## src/rtl/calc_operand_stack.sv

```systemverilog
// Operand store for the keypad calculator: digit-entry register x plus a DEPTH-deep
// operand stack whose top feeds the arithmetic block as y.
module calc_operand_stack #(
    parameter  int DIGIT_W = 4,
    parameter  int NDIGITS = 4,
    parameter  int DEPTH   = 4,
    localparam int WIDTH   = DIGIT_W * NDIGITS,
    localparam int DW      = $clog2(DEPTH + 1),
    localparam int CW      = $clog2(NDIGITS + 1)
) (
    input  logic                    clock,
    input  logic                    reset,
    input  logic                    i_newhex,
    input  logic [DIGIT_W-1:0]      i_hexcode,
    input  logic                    i_newop,
    input  logic                    i_eq,
    input  logic                    i_bksp,
    input  logic                    i_clr,
    input  logic signed [WIDTH-1:0] i_answer,
    output logic signed [WIDTH-1:0] o_x_reg,
    output logic signed [WIDTH-1:0] o_y_reg,
    output logic [DW-1:0]           o_depth,
    output logic [CW-1:0]           o_digit_cnt,
    output logic                    o_flow,
    output logic                    o_entry_full,
    output logic                    o_ovf,
    output logic                    o_unf
);

    typedef enum logic {ENTRY = 1'b0, RESULT = 1'b1} state_t;

    state_t                        r_state, w_state_nxt;
    logic [WIDTH-1:0]              r_x, w_x_nxt;
    logic [DEPTH-1:0][WIDTH-1:0]   r_stack, w_stack_nxt;
    logic [DW-1:0]                 r_depth, w_depth_nxt;
    logic [CW-1:0]                 r_cnt, w_cnt_nxt;
    logic                          r_ovf, w_ovf_nxt;
    logic                          r_unf, w_unf_nxt;
    logic                          w_full;

    assign w_full = (r_cnt == CW'(NDIGITS));

    always_ff @(posedge clock) begin
        if (reset) begin
            r_state <= ENTRY;
            r_x     <= '0;
            r_stack <= '0;
            r_depth <= '0;
            r_cnt   <= '0;
            r_ovf   <= 1'b0;
            r_unf   <= 1'b0;
        end else begin
            r_state <= w_state_nxt;
            r_x     <= w_x_nxt;
            r_stack <= w_stack_nxt;
            r_depth <= w_depth_nxt;
            r_cnt   <= w_cnt_nxt;
            r_ovf   <= w_ovf_nxt;
            r_unf   <= w_unf_nxt;
        end
    end

    // One event per cycle; the if/else chain encodes clr > eq > newop > bksp > newhex.
    always_comb begin
        w_state_nxt = r_state;
        w_x_nxt     = r_x;
        w_stack_nxt = r_stack;
        w_depth_nxt = r_depth;
        w_cnt_nxt   = r_cnt;
        w_ovf_nxt   = r_ovf;
        w_unf_nxt   = r_unf;
        if (i_clr) begin
            w_x_nxt     = '0;
            w_cnt_nxt   = '0;
            w_state_nxt = ENTRY;
        end else if (i_eq) begin
            w_x_nxt     = i_answer;
            w_cnt_nxt   = '0;
            w_state_nxt = RESULT;
            if (r_depth != '0) begin
                for (int i = 0; i < DEPTH - 1; i++)
                    w_stack_nxt[i] = r_stack[i+1];
                w_stack_nxt[DEPTH-1] = '0;
                w_depth_nxt = r_depth - DW'(1);
            end else begin
                w_unf_nxt = 1'b1;
            end
        end else if (i_newop) begin
            w_stack_nxt[0] = r_x;
            for (int i = 1; i < DEPTH; i++)
                w_stack_nxt[i] = r_stack[i-1];
            // A full stack keeps its depth; the oldest entry falls off the end.
            if (r_depth == DW'(DEPTH))
                w_ovf_nxt = 1'b1;
            else
                w_depth_nxt = r_depth + DW'(1);
            w_cnt_nxt   = '0;
            w_state_nxt = RESULT;
        end else if (i_bksp) begin
            if (r_state == ENTRY && r_cnt != '0) begin
                w_x_nxt   = r_x >> DIGIT_W;
                w_cnt_nxt = r_cnt - CW'(1);
            end
        end else if (i_newhex) begin
            if (r_state == RESULT) begin
                w_x_nxt     = WIDTH'(i_hexcode);
                w_cnt_nxt   = CW'(1);
                w_state_nxt = ENTRY;
            end else if (!w_full) begin
                w_x_nxt   = (r_x << DIGIT_W) | WIDTH'(i_hexcode);
                w_cnt_nxt = r_cnt + CW'(1);
            end
        end
    end

    assign o_x_reg      = r_x;
    assign o_y_reg      = (r_depth != '0) ? r_stack[0] : '0;
    assign o_depth      = r_depth;
    assign o_digit_cnt  = r_cnt;
    assign o_flow       = (r_state == RESULT);
    assign o_entry_full = w_full;
    assign o_ovf        = r_ovf;
    assign o_unf        = r_unf;

endmodule

```

## config.mk

```make
export PLATFORM = sky130hd
export DESIGN_NAME = calc_operand_stack
export DESIGN_NICKNAME = d
export VERILOG_FILES = /design/src/rtl/calc_operand_stack.sv
export SDC_FILE = /design/constraint.sdc
export NUM_CORES = 1
export LEC_CHECK = 0
export CAP_MARGIN = 10
export CORE_UTILIZATION = 25
export CTS_CLUSTER_DIAMETER = 50
export CTS_CLUSTER_SIZE = 14
export DETAILED_ROUTE_END_ITERATION = 7
export HOLD_SLACK_MARGIN = 0.08
export PLACE_DENSITY = 0.51
export RECOVER_POWER = 100
export SETUP_SLACK_MARGIN = 0.1
export SYNTH_ARGS = -nofsm -noshare
export SYNTH_HDL_FRONTEND = slang
export SYNTH_SLANG_ARGS = --single-unit
export TNS_END_PERCENT = 30
```

## constraint.sdc

```tcl
create_clock -name clock -period 2.6 [get_ports clock]
set_input_delay 0.52 -clock clock [delete_from_list [all_inputs] [get_ports clock]]
set_output_delay 0.52 -clock clock [all_outputs]
set_load 0.02 [all_outputs]
```

==> flow_summary.json <==
{
  "wl_per_cell_um": 15.1,
  "pin_count": 69,
  "cts_root_buffer": "clkbuf_16",
  "power.density_mw_per_mm2": 652,
  "vias": 3683,
  "utilization_pct": 32.9,
  "synth_xor_area_share_pct": 0.601,
  "fp.dieW_um": 134,
  "grt_pass1_wl_um": 18700,
  "die_y_um": 134,
  "worstSetupStartpointType": "flop",
  "hold_depth": 2,
  "worst-path-buf-inv": 2,
  "slew_viol_final": 0,
  "synth_area_mm2": 0.00437,
  "hold_violations": 0,
  "drt-vias-per-instance": 4.85,
  "crit_slowest_cell": "dlygate4sd3_1",
  "dr_wl_met2_um": 4940,
  "crit_type": "flop to output pin",
  "fin_tns_setup_ns": 0,
  "synth_compound_area_share_pct": 21.5,
  "finalClockSkew_ns": 0.00630,
  "finalInstanceArea_mm2": 0.00554,
  "hpwl_um": 7810,
  "largest_reg_flops": 64,
  "htree_levels": 3,
  "dr_wl_met3_um": 629,
  "grt_pass1_vias": 3540,
  "crit_path_end_kind": "output pin",
  "ys_ff_latch": 89,
  "start_util_pct": 26.0,
  "synth_top_family_by_area": "compound AO/OA/AOI/OAI gates",
  "syn2layout_area_growth_pct": 26.6,
  "dpl-instance-area_mm2": 0.00524,
  "path_clk_slew_ns": 0.06,
  "fin_crit_ns": 2.43,
  "synth_edf_count": 0,
  "drt_iter0_drc": 313,
  "synthCells": 481,
  "hold_end": "o_ovf",
  "rsz0062_at_grt": "no",
  "detail-route-antenna-nets": 0,
  "synth_cell_types": 39,
  "cts_buffers": 9,
  "globalRoute.totalOverflow": 0,
  "synthSimpleGateAreaFrac_pct": 17.7,
  "ir_drop_mv": 0.284,
  "cts_tree": "yes",
  "n_fill_cell": 1748,
  "critPathTopFamily": "buffers and inverters",
  "min_from": "o_ovf",
  "port_buffers": 68,
  "layout.nets": 565,
  "r2r_cells": 6,
  "rr_startpoint": "o_depth[0]",
  "avgSynthCellArea_um2": 9.09,
  "status": "finished clean",
  "arrival_ns": 1.91,
  "muxShareOfSynthArea_pct": 11.4,
  "cap_viol_max_count": 0,
  "yosys.area_share.adder_pct": 1.32,
  "remaining_drc_errors": 0,
  "crit_path_cell_trace": "nor3_4, buf_4, nor2b_1, dlygate4sd3_1",
  "grtUsageTotal_pct": 13.2,
  "yosysSeqAreaShare_pct": 40.7,
  "leakage_nw": 2.11,
  "highest_layer": "met4",
  "drive_above_1_share_pct": 9.65,
  "rrSetupSlack_ns": 0.53,
  "wirelength_um": 11500,
  "ys_warn_count": 0,
  "die_area_mm2": 0.0180,
  "r2r-end": "r_stack[28]",
  "rows": 47,
  "place_congestion": 0.772,
  "clock-sinks": 89,
  "cpPeakStageDelay_ns": 0.69,
  "min_path_type": "flop to flop",
  "cp-startpoint": "o_depth[0]",
  "power.total_mw": 3.61,
  "antenna_cells": 0,
  "clockBufferDepth": 2,
  "async_flop_share_pct": 0,
  "grt_max_degree": 70,
  "tightestPinTransition_ns": 1.45,
  "maxSlewHeadroom_pct": 3.48,
  "critPathRequiredTime_ns": 2.08,
  "setup_ws_ns": 0.171,
  "core_mm2": 0.0168,
  "dr.pass1.iters": 4,
  "fin_crit_sh_pct": 93.4,
  "setup_viol": 0,
  "fmax_mhz": 412,
  "synth_flop_cell": "dfxtp_1",
  "clk_latency_ns": 0.34,
  "wl_met1_um": 5720,
  "pre_cts_ws_ns": 0.341,
  "path_max_fanout": 19,
  "antenna_found_initial": 0,
  "synth_fp_nets": 512
}
[cells in the final DEF (no fill, tap or decap), types with 5 or more instances in the layout]
cell              n
mux2i_1          50
nand3_1          12
dlygate4sd3_1    42
inv_1             8
clkbuf_16         9
nor2_1           81
or2_2             5
a211oi_1         53
a21oi_1          20
clkdlybuf4s50_1  24
nand4_1          12
o21ai_0           5
a21o_1            9
o211ai_1         25
buf_4            16
nor3b_1          16
a211oi_2          6
dfxtp_1          87
nor2b_1          17
[Yosys cell counts, drive strengths merged, types with 5 or more instances]
cell	number	share of area (%)
nor2	81	7.0
o211ai	25	4.3
nor2b	17	2.4
a21o	9	1.5
clkbuf	18	1.5
nor3b	16	2.7
mux2i	50	11
nand4	12	1.7
nand3	12	1.4
a21oi	21	2.5
a211oi	59	11
inv	8	0.69
buf	27	4.4
dfxtp	89	41
or2	5	0.72
o21ai	5	0.57
[worst max path at each step]
stage,cells past startpoint,slack (ns),to
floorplan,9,0.16,o_depth[2]
global placement,6,0.34,o_depth[1]
detailed placement,6,0.34,o_depth[1]
CTS,4,0.13,o_y_reg[4]
global route,4,0.05,o_y_reg[9]
finish,4,0.17,o_y_reg[4]
[timing repair]
item / CTS / global route
resized for setup: 0 / 2
hold buffers: 0 / 0
setup buffers: 0 / 0
setup endpoints to repair: 0 / 6
[routing by layer]
metal,global-route usage (%),up-vias
li1,-,1853
met1,18.3,1720
met2,19.6,96
met3,2.87,14
met4,5.37,0
met5,0,-
[kinds of logic after synthesis]
group / Yosys count
mux: 50
xor+xnor: 3
simple gates: 154
flops: 89
fa+ha+maj: 4
buf+inv: 54
compound gates: 127
[report_power, final]
part / switching [mW] / internal, mW / leakage, nW / total [mW]
logic: 0.317 / 0.244 / 1.21 / 0.561
registers: 0.0907 / 1.46 / 0.729 / 1.55
clock network: 0.540 / 0.960 / 0.172 / 1.50
[worst min-delay path, cell delays in order, from the launching register on]
cell	delay, ns
dfxtp_1	0.33
a21oi_1	0.04
nor2_1	0.07
[cell type report]
type | count | area, µm² | area share (%)
sequential | 89 | 1780 | 32.2
clock inverter | 6 | 105 | 1.90
inverter | 9 | 33.8 | 0.610
timing repair buffer | 87 | 806 | 14.6
tap | 220 | 275 | 4.97
multi-input combinational | 338 | 2290 | 41.4
clock buffer | 10 | 239 | 4.32
[through the flow]
| stage | hold WS, ns | std cells |
|---|---|---|
| 2_1_floorplan | 0.457 | 481 |
| 3_3_place_gp | 0.459 | 743 |
| 3_5_place_dp | 0.460 | 743 |
| 4_1_cts | 0.475 | 759 |
| 5_1_grt | 0.519 | 759 |
| 6_report | 0.469 | 759 |
(Power assumes the default switching activity.)
